### src/rtl/y86_fetch.sv
// y86_fetch: byte-serial Y86 instruction fetch unit.
// A start in IDLE captures pc and reads the instruction one byte at a time
// from a request/acknowledge memory port. Bytes are decoded into icode/ifun,
// the optional register byte (rA/rB) and the optional little-endian
// 32-bit constant (valC).
//
// Ports:
//   clock, reset            rising-edge clock; asynchronous active-high reset
//   start, pc               fetch request and instruction byte address
//   mem_req, mem_addr       byte-read request and its address (pc + byte index)
//   mem_ack, mem_rdata      read completion and read data
//   icode, ifun, rA, rB     decoded instruction fields
//   valC                    decoded constant
//   need_regids, need_valC  length flags for the PC-increment stage
//   instr_valid             one-cycle pulse, all decode outputs complete
//   halt, imem_error        sticky status; either one parks the unit in STOP
//   busy                    high whenever the unit is not IDLE
module y86_fetch #(
  parameter int unsigned TIMEOUT = 16
) (
  input  logic        clock,
  input  logic        reset,
  input  logic        start,
  input  logic [31:0] pc,
  output logic        mem_req,
  output logic [31:0] mem_addr,
  input  logic        mem_ack,
  input  logic [7:0]  mem_rdata,
  output logic [3:0]  icode,
  output logic [3:0]  ifun,
  output logic [3:0]  rA,
  output logic [3:0]  rB,
  output logic [31:0] valC,
  output logic        need_regids,
  output logic        need_valC,
  output logic        instr_valid,
  output logic        halt,
  output logic        imem_error,
  output logic        busy
);

  // The wait counter only has to hold 0..TIMEOUT-1: the cycle that would
  // reach TIMEOUT aborts the fetch instead of incrementing.
  localparam int unsigned ADDR_W = 32;
  localparam int unsigned NIB_W  = 4;
  localparam int unsigned WAIT_W = (TIMEOUT < 2) ? 1 : $clog2(TIMEOUT);
  localparam logic [WAIT_W-1:0] WAIT_LAST = WAIT_W'(TIMEOUT - 1);
  localparam logic [NIB_W-1:0]  REG_NONE  = 4'hF;

  typedef enum logic [2:0] {
    IDLE  = 3'd0,
    BYTE0 = 3'd1,
    REGS  = 3'd2,
    CONST = 3'd3,
    DONE  = 3'd4,
    STOP  = 3'd5
  } state_t;

  state_t             state;
  logic [WAIT_W-1:0]  wait_cnt;
  logic [1:0]         const_cnt;

  logic               xfer_c;
  logic               timeout_c;
  logic [NIB_W-1:0]   rd_icode_c;
  logic               rd_regids_c;
  logic               rd_valc_c;
  logic               rd_bad_c;

  // A transfer completes on a requested, acknowledged edge; an ack with no
  // request outstanding is ignored by construction.
  assign xfer_c     = mem_req & mem_ack;
  assign timeout_c  = mem_req & ~mem_ack & (wait_cnt == WAIT_LAST);
  assign rd_icode_c = mem_rdata[7:4];

  // Length decode of the byte currently on mem_rdata (used at BYTE0 only).
  always_comb begin
    rd_regids_c = 1'b0;
    rd_valc_c   = 1'b0;
    rd_bad_c    = 1'b0;
    case (rd_icode_c)
      4'h2, 4'h6, 4'hA, 4'hB: rd_regids_c = 1'b1;
      4'h3, 4'h4, 4'h5: begin
        rd_regids_c = 1'b1;
        rd_valc_c   = 1'b1;
      end
      4'h7, 4'h8:             rd_valc_c   = 1'b1;
      4'hC, 4'hD, 4'hE, 4'hF: rd_bad_c    = 1'b1;
      default: ;
    endcase
  end

  // Consecutive unacknowledged request cycles.
  always_ff @(posedge clock or posedge reset) begin
    if (reset) begin
      wait_cnt <= '0;
    end else if (!mem_req || mem_ack || timeout_c) begin
      wait_cnt <= '0;
    end else begin
      wait_cnt <= wait_cnt + WAIT_W'(1);
    end
  end

  // Fetch sequencer with registered outputs.
  always_ff @(posedge clock or posedge reset) begin
    if (reset) begin
      state       <= IDLE;
      const_cnt   <= '0;
      mem_req     <= 1'b0;
      mem_addr    <= '0;
      icode       <= '0;
      ifun        <= '0;
      rA          <= REG_NONE;
      rB          <= REG_NONE;
      valC        <= '0;
      need_regids <= 1'b0;
      need_valC   <= 1'b0;
      instr_valid <= 1'b0;
      halt        <= 1'b0;
      imem_error  <= 1'b0;
      busy        <= 1'b0;
    end else begin
      instr_valid <= 1'b0;
      case (state)
        IDLE: begin
          if (start && !halt && !imem_error) begin
            state     <= BYTE0;
            mem_req   <= 1'b1;
            mem_addr  <= pc;
            busy      <= 1'b1;
            rA        <= REG_NONE;
            rB        <= REG_NONE;
            valC      <= '0;
            const_cnt <= '0;
          end
        end

        BYTE0: begin
          if (xfer_c) begin
            icode       <= rd_icode_c;
            ifun        <= mem_rdata[3:0];
            mem_addr    <= mem_addr + ADDR_W'(1);
            need_regids <= rd_regids_c;
            need_valC   <= rd_valc_c;
            if (rd_bad_c) begin
              imem_error <= 1'b1;
            end
            if (rd_icode_c == 4'h0) begin
              halt <= 1'b1;
            end
            if (rd_regids_c) begin
              state <= REGS;
            end else if (rd_valc_c) begin
              state <= CONST;
            end else begin
              state       <= DONE;
              mem_req     <= 1'b0;
              instr_valid <= 1'b1;
            end
          end else if (timeout_c) begin
            imem_error  <= 1'b1;
            state       <= DONE;
            mem_req     <= 1'b0;
            instr_valid <= 1'b1;
          end
        end

        REGS: begin
          if (xfer_c) begin
            rA       <= mem_rdata[7:4];
            rB       <= mem_rdata[3:0];
            mem_addr <= mem_addr + ADDR_W'(1);
            if (need_valC) begin
              state <= CONST;
            end else begin
              state       <= DONE;
              mem_req     <= 1'b0;
              instr_valid <= 1'b1;
            end
          end else if (timeout_c) begin
            imem_error  <= 1'b1;
            state       <= DONE;
            mem_req     <= 1'b0;
            instr_valid <= 1'b1;
          end
        end

        CONST: begin
          if (xfer_c) begin
            // Little-endian: byte n of the constant lands in valC[8n+7:8n].
            case (const_cnt)
              2'd0:    valC[7:0]   <= mem_rdata;
              2'd1:    valC[15:8]  <= mem_rdata;
              2'd2:    valC[23:16] <= mem_rdata;
              default: valC[31:24] <= mem_rdata;
            endcase
            mem_addr <= mem_addr + ADDR_W'(1);
            if (const_cnt == 2'd3) begin
              state       <= DONE;
              mem_req     <= 1'b0;
              instr_valid <= 1'b1;
            end else begin
              const_cnt <= const_cnt + 2'd1;
            end
          end else if (timeout_c) begin
            imem_error  <= 1'b1;
            state       <= DONE;
            mem_req     <= 1'b0;
            instr_valid <= 1'b1;
          end
        end

        // instr_valid was raised on entry; it drops here after one cycle.
        DONE: begin
          if (halt || imem_error) begin
            state <= STOP;
          end else begin
            state <= IDLE;
            busy  <= 1'b0;
          end
        end

        // Parked until reset.
        STOP: state <= STOP;

        default: begin
          state   <= IDLE;
          mem_req <= 1'b0;
          busy    <= 1'b0;
        end
      endcase
    end
  end

endmodule

### config.mk
export PLATFORM = sky130hd
export DESIGN_NAME = y86_fetch
export DESIGN_NICKNAME = d
export VERILOG_FILES = /design/src/rtl/y86_fetch.sv
export SDC_FILE = /design/constraint.sdc
export NUM_CORES = 1
export LEC_CHECK = 0
export ABC_AREA = 1
export CORE_MARGIN = 1.5
export CORE_UTILIZATION = 55
export DETAILED_ROUTE_END_ITERATION = 8
export DONT_BUFFER_PORTS = 1
export GPL_TIMING_DRIVEN = 0
export HOLD_SLACK_MARGIN = 0.05
export PLACE_DENSITY = 0.7
export SYNTH_ARGS = -nofsm -noshare
export SYNTH_HDL_FRONTEND = slang
export SYNTH_SLANG_ARGS = --single-unit
### constraint.sdc
create_clock -name clock -period 7.7 [get_ports clock]
set_clock_uncertainty 0.2 [all_clocks]
set_input_delay 2.31 -clock clock [delete_from_list [all_inputs] [get_ports clock]]
set_output_delay 2.31 -clock clock [all_outputs]
set_load 0.03 [all_outputs]
==> results of run 1 <==
[registers in the layout, indices dropped and copies added, names as in the netlist]
name and flops:
mem_addr 32, instr_valid 1, valC 32, mem_req 1, rA 4, ifun 4, rB 4, state 3
halt 1, wait_cnt 4, icode 4, busy 1, imem_error 1, need_regids 1, const_cnt 2, need_valC 1
[stage by stage]
| step | area [um2] | power (mW) |
|---|---|---|
| 2_1_floorplan | 5330 | 0.5249 |
| 3_3_place_gp | 5492 | 0.5289 |
| 3_5_place_dp | 5522 | 0.5313 |
| 4_1_cts | 5731 | 0.8896 |
| 5_1_grt | 5731 | 0.9116 |
| 6_report | 5731 | 0.8821 |
[cells by family after synthesis]
family | Yosys count | share of synthesized area [%]
AO/OA/AOI/OAI | 102 | 10.73
XOR/XNOR | 7 | 1.150
adder cells (fa/ha/maj) | 7 | 1.643
buffers and inverters | 77 | 5.845
flip-flops | 96 | 45.26
AND/OR/NAND/NOR | 472 | 35.38
[worst register-to-register path, stage by stage, from the launching register on]
cell,delay [ps]
sky130_fd_sc_hd__dfrtp_1,680
sky130_fd_sc_hd__ha_1,280
sky130_fd_sc_hd__nand2_1,90
sky130_fd_sc_hd__nor2_1,290
sky130_fd_sc_hd__nand3_1,350
sky130_fd_sc_hd__nor2_1,200
sky130_fd_sc_hd__nand2_1,60
sky130_fd_sc_hd__nand2_1,80
sky130_fd_sc_hd__nand2_1,50
sky130_fd_sc_hd__nand2_1,60
sky130_fd_sc_hd__nand2_1,40
[cell usage after synthesis]
library cell,n,area (um2)
sky130_fd_sc_hd__o31ai_1,1,7.510
sky130_fd_sc_hd__or2_1,1,6.260
sky130_fd_sc_hd__nor2_2,6,37.54
sky130_fd_sc_hd__ha_1,7,87.58
sky130_fd_sc_hd__xnor2_1,2,17.52
sky130_fd_sc_hd__xor2_1,5,43.79
sky130_fd_sc_hd__clkinv_1,1,3.750
sky130_fd_sc_hd__buf_1,2,7.510
sky130_fd_sc_hd__inv_2,3,11.26
sky130_fd_sc_hd__inv_1,52,195.2
sky130_fd_sc_hd__buf_4,1,7.510
sky130_fd_sc_hd__buf_2,15,75.07
sky130_fd_sc_hd__o21ai_1,22,110.1
sky130_fd_sc_hd__o21ai_2,4,35.03
sky130_fd_sc_hd__o21ai_0,46,230.2
sky130_fd_sc_hd__clkbuf_1,3,11.26
sky130_fd_sc_hd__o21ai_4,1,16.27
sky130_fd_sc_hd__dfrtp_1,88,2202
sky130_fd_sc_hd__dfstp_2,8,210.2
sky130_fd_sc_hd__nand3_1,53,265.3
sky130_fd_sc_hd__a21oi_1,8,40.04
sky130_fd_sc_hd__a31oi_1,12,75.07
sky130_fd_sc_hd__o21bai_1,2,15.01
sky130_fd_sc_hd__nor2_1,133,499.2
sky130_fd_sc_hd__o211ai_1,4,30.03
sky130_fd_sc_hd__nand2_2,4,25.02
sky130_fd_sc_hd__nand2_1,267,1002
sky130_fd_sc_hd__o22ai_1,2,12.51
sky130_fd_sc_hd__or2_2,4,25.02
sky130_fd_sc_hd__nand4_1,4,25.02
[routing by layer]
layer	GRT usage [%]	vias to the layer above	part of all wire [%]
met1	36.21	2282	40
met2	50.80	209	48
met5	0	-	0
li1	-	2454	-
met4	11.86	0	2.9
met3	8.489	34	8.3
[report_power, final]
group          switching, mW  total [mW]  internal, mW
Combinational         0.0138      0.0167       0.00287
Sequential                 0       0.504         0.504
Clock                  0.205       0.361         0.157
Total                  0.219       0.882         0.664
[cell type report]
class	instances	area [um2]	area share, %
plain buffers	21	101.3	1.769
clock buffers	9	123.9	2.162
clock inverters	7	85.08	1.485
inverters	56	212.7	3.712
multi-input cells	588	2606	45.48
flip-flops and latches	96	2412	42.10
well taps	129	161.4	2.817
repair buffers	1	27.53	0.4803
[final timing paths]
check / end / slack, ps / cells after the start
min: wait_cnt[0]$_DFF_PP0_ / 280 / 1
max reg2reg: mem_addr[18]$_DFFE_PP0P_ / 5260 / 10
min in group asynchronous: mem_addr[26]$_DFFE_PP0P_ / 1660 / 1
max in group asynchronous: rA[3]$_DFFE_PP1P_ / 4910 / 2
max: mem_addr[0] / 4140 / 0
min reg2reg: wait_cnt[0]$_DFF_PP0_ / 280 / 1
==> impl_summary.log, run 1 <==
INFO  metric setup_viol = 0
INFO  metric fin_hold_ws = about 280 ps
INFO  metric clkSlewWorstSetupHoldPaths = roughly 100 ps
INFO  metric drive_gt1_share = 8.226%
INFO  metric tightest_pin_transition = around 720 ps
INFO  metric cts-buffers-inserted = 9
INFO  metric drt-pass1-iter-count = 5
INFO  metric power_density = 153.9 nW/um2
INFO  metric vias_in_the_first_global_route = 4813
INFO  metric number_of_distinct_library_cells_after_synthesis = 30
INFO  metric max_cap_violations = 0
INFO  metric timing.hold.worst.start = wait_cnt[0]$_DFF_PP0_
INFO  metric grt_antenna_before_repair = 0
INFO  metric synthesis.yosys.warnings = 0
INFO  metric die_height = 101.4 um
INFO  metric worst_r2r_startpoint = mem_addr[0]$_DFFE_PP0P_
INFO  metric grt_first_pass_wirelength = 23910 um
INFO  metric route.vias.total = 4979
INFO  metric post-route-drc-count = 0
INFO  metric grt_max_degree = 52
INFO  metric tns = 0 ps
INFO  metric syn_nets = about 800
INFO  metric placement.setup.worst_slack = approximately 3900 ps
INFO  metric detail_route.wl_per_cell = 16.03 um
INFO  metric cts_setup_buffers = 0
INFO  metric flow.area_growth_from_synthesis = 7.512%
INFO  metric crit_path_end_kind = output pin
INFO  metric outcome = finished, final reports clean
INFO  metric max-slew-margin-rel = 51.41%
INFO  metric floorplan.die.width = 101.4 um
INFO  metric clk_path_buf_depth = 2
INFO  metric num-fill-cells = 909
INFO  metric syn_area = 5330 um2
INFO  metric crit_fanout = 8
INFO  metric cellLeakagePower = 2.958 nW
INFO  metric timing.critical_path.arrival = 1050 ps
INFO  metric i_o_pin_count = 131
INFO  metric track_usage = 29.97%
INFO  metric placement.io_buffers = 0
INFO  metric clock-root-buffer = sky130_fd_sc_hd__clkbuf_8
INFO  metric ir_worst_vdd = 0.0001005 V
INFO  metric cts.repair.resized = 0
INFO  metric period_minus_slack = between 3000 and 4000 ps
INFO  metric gp_congestion = 0.9373
INFO  metric timing.setup.critical_path_class = reg -> out
INFO  metric tritoncts = done
INFO  metric initial_utilization = a little under three fifths
INFO  metric total_detailed_routing_wirelength = 14540 um
INFO  metric syn_inst = 761
INFO  metric fp.coreArea = 9328 um2
INFO  metric clock_sink_count = 96
INFO  metric drtIter0Drc = between 200 and 250
INFO  metric cts_hold_buf = 0
INFO  metric yosysSeqAreaShare = a little under half
INFO  metric layout.core_utilization = 61.44%
INFO  metric min_period_over_period = 46.20%
INFO  metric mostFrequentLayoutCell = sky130_fd_sc_hd__nand2_1
INFO  metric syn_area_per_cell = 7.004 um2
INFO  metric slew_viol_final = 0
INFO  metric antennaDiodeCount = 0
INFO  metric post_drt_antenna_nets = 0
INFO  metric grt_setup_unrepaired = no
INFO  metric std_cell_rows = 35
INFO  metric htree_levels = 3
INFO  metric mostFrequentLayoutCells = sky130_fd_sc_hd__nand2_1, sky130_fd_sc_hd__nor2_1, sky130_fd_sc_hd__dfrtp_1
INFO  metric critical_path.startpoint = mem_addr[0]$_DFFE_PP0P_
INFO  metric final-instance-count-excl-fill = 907
INFO  metric critPathLaunchType = register
INFO  metric dpl.hpwl = 10750 um
INFO  metric crit_required = 5190 ps
INFO  metric placed_cells = 891
INFO  metric hold_viol_final = 0
INFO  metric design.die.area = around 10000 um2
INFO  metric synth_seq_cells = 96
INFO  metric upper_clock_frequency_limit = 281.1 MHz
INFO  metric gr-total-overflow = 0
INFO  metric vias_per_cell = 5.490
INFO  metric hold_path_class = reg -> reg
INFO  metric num-nets-final = 824
INFO  metric final.setup.worst_slack = approximately 4100 ps
INFO  metric clkLatencyLatePin = ~380 ps
(Power assumes the default switching activity.)
==> inputs of run 2 (changes only) <==
PLACE_DENSITY = 0.73   (was 0.7)
clock period = 3.25 ns   (was 7.7 ns; I/O delays follow)
==> run 2 against run 1 <==
Combinational power up 140%. Cell count up 0.22%. Critical path depth up 7. Die area unchanged. Critical path type is now reg -> reg. Largest power group unchanged. Highest routed layer unchanged.
==> impl_summary.log, run 2 (synthesis gave the netlist of run 1 again) <==
INFO  metric timing.setup.critical_path_class = reg -> reg
INFO  metric htree_levels = 3
INFO  metric period_minus_slack = between 2000 and 2500 ps
INFO  metric clkSlewWorstSetupHoldPaths = about 110 ps
INFO  metric upper_clock_frequency_limit = 414.4 MHz
INFO  metric cts_setup_buffers = 0
INFO  metric hold_viol_final = 0
INFO  metric clk_path_buf_depth = 2
INFO  metric clkLatencyLatePin = 370 ps
INFO  metric initial_utilization = 57.14%
INFO  metric total_power = 1.999 mW
INFO  metric cts-buffers-inserted = 9
INFO  metric cts.repair.resized = 0
INFO  metric mostFrequentLayoutCells = sky130_fd_sc_hd__nand2_1, sky130_fd_sc_hd__nor2_1, sky130_fd_sc_hd__dfrtp_1
INFO  metric post_drt_antenna_nets = 0
INFO  metric cts_hold_buf = 0
INFO  metric grt_first_pass_wirelength = 23510 um
INFO  metric gr-total-overflow = 0
INFO  metric r2r_cells = 7
INFO  metric outcome = finished, final reports clean
INFO  metric crit_top_cell = sky130_fd_sc_hd__nand2_1
INFO  metric drt-pass1-iter-count = 4
INFO  metric num-nets-final = ~830
INFO  metric grt_antenna_before_repair = 0
INFO  metric vias_per_cell = ~5.4
INFO  metric biggestRegsByFlops = mem_addr (32), valC (32)
INFO  metric mostFrequentLayoutCell = sky130_fd_sc_hd__nand2_1
INFO  metric max_cap_violations = 0
INFO  metric setup_viol = 0
INFO  metric tns = 0 ps
INFO  metric post-route-drc-count = 0
INFO  metric hold_path_class = in -> async
INFO  metric ir_worst_vdd = 0.0002208 V
INFO  metric design.die.area = roughly 10000 um2
INFO  metric clock_sink_count = 96
INFO  metric max_stage_delay = 680 ps
INFO  metric max-slew-margin-rel = 53.18%
INFO  metric flow.area_growth_from_synthesis = 7.371%
INFO  metric i_o_pin_count = between 100 and 150
INFO  metric drtIter0Drc = 221
INFO  metric floorplan.die.width = 101.4 um
INFO  metric route.vias.total = between 4k and 5k
INFO  metric min_period_over_period = 74.24%
INFO  metric worst_path_max_delay_cell = sky130_fd_sc_hd__dfrtp_1
INFO  metric crit_path_end_kind = register
INFO  metric crit_required = between 3000 and 4000 ps
INFO  metric die_height = around 100 um
INFO  metric fp.coreArea = 9328 um2
INFO  metric slew_viol_final = 0
INFO  metric timing.critical_path.arrival = 2470 ps
INFO  metric critPathLaunchType = register
INFO  metric std_cell_rows = 35
INFO  metric drive_gt1_share = around 8.3%
INFO  metric tritoncts = done
INFO  metric detail_route.wl_per_cell = 15.66 um
INFO  metric placement.io_buffers = 0
INFO  metric tightest_pin_transition = 694.9 ps
INFO  metric power_density = 349.3 nW/um2
INFO  metric track_usage = 29.51%
INFO  metric dpl.hpwl = approximately 11000 um
INFO  metric clock-root-buffer = sky130_fd_sc_hd__clkbuf_8
INFO  metric crit_path_cell_trace = ha_1 -> nand2_1 -> nor2_1 -> nand3_1 -> xnor2_1 -> o21ai_0 -> nand2_1
INFO  metric gp_congestion = 0.9258
INFO  metric crit_fanout = 8
INFO  metric total_detailed_routing_wirelength = 14230 um
INFO  metric grt_setup_unrepaired = no
INFO  metric grt_max_degree = 44
INFO  metric cellLeakagePower = 2.954 nW
INFO  metric vias_in_the_first_global_route = 4812
[run 2: changes by cell type in the layout (fill, tap and decap cells not counted)]
cell and delta:
sky130_fd_sc_hd__buf_16 -1, sky130_fd_sc_hd__inv_4 -1, sky130_fd_sc_hd__clkinv_2 +1, sky130_fd_sc_hd__clkinv_4 +1, sky130_fd_sc_hd__bufinv_16 -1, sky130_fd_sc_hd__buf_12 +2, sky130_fd_sc_hd__diode_2 +1
[run 2: worst paths after layout]
kind	slack [ps]	from	end
max reg2reg	840	mem_addr[0]$_DFFE_PP0P_	mem_addr[10]$_DFFE_PP0P_
min	270	reset	mem_addr[16]$_DFFE_PP0P_
max in group asynchronous	1760	reset	const_cnt[1]$_DFFE_PP0P_
min in group clock	270	wait_cnt[0]$_DFF_PP0_	wait_cnt[0]$_DFF_PP0_
min reg2reg	270	wait_cnt[0]$_DFF_PP0_	wait_cnt[0]$_DFF_PP0_
max	840	mem_addr[0]$_DFFE_PP0P_	mem_addr[10]$_DFFE_PP0P_
[run 2: layout make-up]
cell class              instances  area [um2]
plain buffers                  21       101.3
well taps                     129       161.4
clock buffers                   9       123.9
clock inverters                 7       61.31
repair buffers                  2       40.04
diodes                          1       2.502
inverters                      56       214.0
fillers                       917        3605
flip-flops and latches         96        2412
multi-input cells             588        2606
[run 2: critical path, delay by kind of cell, from the launching register on]
family          cells  cell delay, ps
flops               1             680
xor+xnor            1             210
fa+ha+maj           1             270
simple gates        4             800
compound gates      1             160
[run 2: per-stage QoR]
stage / setup WS, ps / utilization [%] / hold slack, ps / cells / cell area (um2)
floorplan: 947.9 / - / 232.3 / 761 / 5334
global placement: 481.3 / 58.91 / 249.6 / 890 / 5495
detailed placement: 826.0 / 59.34 / 262.5 / 892 / 5535
CTS: 824.9 / 61.33 / 271.0 / 908 / 5720
global route: 601.6 / 61.33 / 280.8 / 908 / 5720
finish: 837.1 / 61.35 / 269.6 / 909 / 5723
[run 2: power breakdown]
part / internal, mW / switching, mW
Combinational: 0.00827 / 0.0324
Clock: 0.294 / 0.471
Sequential: 1.19 / 0
[run 2: metal layers]
metal  GRT usage (%)  vias up  share of wire (%)
li1                -     2453                  -
met1           36.84     2304                 41
met2           50.75      149                 49
met3           7.660       18                7.8
met4           8.440        0                1.8
met5               0        -                  0
==> inputs of run 3 (changes only) <==
clock period = 2.15 ns   (was 3.25 ns; I/O delays follow)
==> run 3 against run 2 <==
Sequential share of layout area fell by 0.12 points. Combinational power is 56% higher. Clock-buffer cell count is the same. Die area unchanged. Non-clock buffer count up 1. Critical path type unchanged.
==> impl_summary.log, run 3 (synthesis gave the netlist of run 1 again) <==
INFO  metric worst_r2r_startpoint = mem_addr[0]$_DFFE_PP0P_
INFO  metric r2r_cells = 7
INFO  metric drive_gt1_share = 11.03%
INFO  metric power.clock.fraction = 38.3%
INFO  metric post-route-cell-area = 5784 um2
INFO  metric placed_cells = 892
INFO  metric multi_input_comb_area = 2636 um2
INFO  metric crit_required = 2200 ps
INFO  metric crit_fanout = 8
INFO  metric fp.coreArea = 9328 um2
INFO  metric setup_viol = 0
INFO  metric detail_route.wl_per_cell = ~16 um
INFO  metric ff_latch_area = about 2400 um2
INFO  metric drtIter0Drc = ~210
INFO  metric num-nets-final = 826
INFO  metric timing.critical_path.arrival = 2060 ps
INFO  metric grt_antenna_before_repair = 0
INFO  metric i_o_pin_count = approximately 130
INFO  metric grt_setup_unrepaired = yes
INFO  metric clk_path_buf_depth = 2
INFO  metric route.vias.total = 4994
INFO  metric clkSlewWorstSetupHoldPaths = 100 ps
INFO  metric cellLeakagePower = 2.945 nW
INFO  metric cts-buffers-inserted = 9
INFO  metric switchingPower = 767.8 uW
INFO  metric vias_per_cell = 5.494
INFO  metric intPower = roughly 2.3 mW
INFO  metric mostFrequentLayoutCells = sky130_fd_sc_hd__nand2_1, sky130_fd_sc_hd__nor2_1, sky130_fd_sc_hd__dfrtp_1
INFO  metric post_drt_antenna_nets = 0
INFO  metric timing.reg2reg.setup_slack = 150 ps
INFO  metric tightest_pin_transition = 523.2 ps
INFO  metric initial_utilization = 57.14%
INFO  metric total_power = between 3 and 4 mW
INFO  metric final-instance-count-excl-fill = 909
INFO  metric p_seq_share = 59.6%
INFO  metric antennaDiodeCount = 0
INFO  metric drt-pass1-iter-count = 5
INFO  metric die_height = 101.4 um
INFO  metric placement.io_buffers = 0
INFO  metric ir_worst_vdd = 0.0003335 V
INFO  metric timing.setup.critical_path_class = reg -> reg
INFO  metric max_cap_violations = 0
INFO  metric max-slew-margin-rel = 65.12%
INFO  metric clkLatencyLatePin = 370 ps
INFO  metric min_period_over_period = 93.21%
INFO  metric comb_power_share = 2.1%
INFO  metric hold_path_class = in -> reg
INFO  metric place_area = 5535 um2
INFO  metric clock_sink_count = 96
INFO  metric biggestRegsByFlops = mem_addr (32), valC (32)
INFO  metric dpl.hpwl = 10860 um
INFO  metric power_switching_share = 25.34%
INFO  metric outcome = finished, final reports clean
INFO  metric track_usage = between 20 and 30%
INFO  metric design.die.area = 10290 um2
INFO  metric critical_path.startpoint = mem_addr[0]$_DFFE_PP0P_
INFO  metric num-fill-cells = just over 900
INFO  metric grt_first_pass_wirelength = 23540 um
INFO  metric hold_viol_final = 0
INFO  metric grt_max_degree = 44
INFO  metric post-route-drc-count = 0
INFO  metric tritoncts = done
INFO  metric gr-total-overflow = 0
INFO  metric critical_path.endpoint = mem_addr[10]$_DFFE_PP0P_
INFO  metric htree_levels = 3
INFO  metric power_density = 523.9 nW/um2
INFO  metric gp_congestion = 0.9258
INFO  metric floorplan.die.width = 101.4 um
INFO  metric flow.area_growth_from_synthesis = 8.521%
INFO  metric r2r-end = mem_addr[10]$_DFFE_PP0P_
INFO  metric upper_clock_frequency_limit = 499.0 MHz
INFO  metric slew_viol_final = 0
INFO  metric vias_in_the_first_global_route = 4825
INFO  metric critPathLaunchType = register
INFO  metric fin_hold_ws = around 160 ps
INFO  metric period_minus_slack = 2004 ps
INFO  metric std_cell_rows = 35
INFO  metric crit_path_end_kind = register
INFO  metric mostFrequentLayoutCell = sky130_fd_sc_hd__nand2_1
INFO  metric cts_setup_buffers = 0
INFO  metric clock-root-buffer = sky130_fd_sc_hd__clkbuf_8
INFO  metric total_detailed_routing_wirelength = 14350 um
[run 3: cell types whose count changed in the layout (fill, tap and decap cells not counted), sizes merged]
cell,delta
dlygate4sd3,+1
buf,-2
diode,-1
clkbuf,+2
[run 3: worst min-delay path by stage]
stage / start / endpoint / cells past startpoint
2_1_floorplan: wait_cnt[0]$_DFF_PP0_ / wait_cnt[0]$_DFF_PP0_ / 1
4_1_cts: mem_rdata[4] / halt$_DFFE_PP0P_ / 1
3_3_place_gp: wait_cnt[0]$_DFF_PP0_ / wait_cnt[0]$_DFF_PP0_ / 1
5_1_grt: mem_rdata[4] / halt$_DFFE_PP0P_ / 1
3_5_place_dp: wait_cnt[0]$_DFF_PP0_ / wait_cnt[0]$_DFF_PP0_ / 1
6_report: mem_rdata[4] / halt$_DFFE_PP0P_ / 1
[run 3: worst max-delay path: stages, from the launching register on]
cell and delay (ps):
sky130_fd_sc_hd__dfrtp_2 560, sky130_fd_sc_hd__ha_2 250, sky130_fd_sc_hd__nand2_1 100, sky130_fd_sc_hd__nor2_4 170, sky130_fd_sc_hd__nand3_2 200, sky130_fd_sc_hd__xnor2_1 180, sky130_fd_sc_hd__o21ai_0 150, sky130_fd_sc_hd__nand2_1 80
[run 3: area by class of cell]
| type | instances | share of cell area (%) |
|---|---|---|
| clock buffers | 9 | 2.141 |
| well taps | 129 | 2.790 |
| plain buffers | 21 | 1.839 |
| flip-flops and latches | 96 | 42.03 |
| inverters | 56 | 3.699 |
| repair buffers | 3 | 0.8652 |
| clock inverters | 7 | 1.060 |
| multi-input cells | 588 | 45.58 |
[run 3: power groups by stage]
stage | Combinational (mW) | Clock (mW) | Sequential [mW]
2_1_floorplan | 0.0403 | 0 | 1.84
3_3_place_gp | 0.0538 | 0 | 1.84
3_5_place_dp | 0.0646 | 0 | 1.84
4_1_cts | 0.0665 | 1.18 | 1.81
5_1_grt | 0.0753 | 1.26 | 1.81
6_report | 0.0636 | 1.16 | 1.80
[run 3: layer usage]
metal | vias up | part of all wire, % | routed length (um) | global-route usage, %
met4 | 0 | 1.9 | 270 | 8.440
li1 | 2461 | - | - | -
met5 | - | 0 | 0 | 0
met1 | 2328 | 41 | 5835 | 36.88
met3 | 26 | 8.2 | 1177 | 7.660
met2 | 179 | 49 | 7065 | 50.80
[run 3: timing repair]
action	4_1_cts	5_1_grt
gates resized for setup	4	22
endpoints found under the setup margin	12	44
endpoints found under the hold margin	18	0
gates cloned	0	0
hold buffers	1	0
[run 3: metrics by stage]
step | utilization, % | setup WS (ps) | setup TNS [ps]
after floorplan | - | 177.9 | 0
after global placement | 58.91 | -288.7 | -25540
after detailed placement | 59.34 | -241.2 | -1175
after CTS | 61.54 | 20.49 | 0
after global routing | 62.01 | -36.93 | -64.82
final | 62.01 | 146.0 | 0
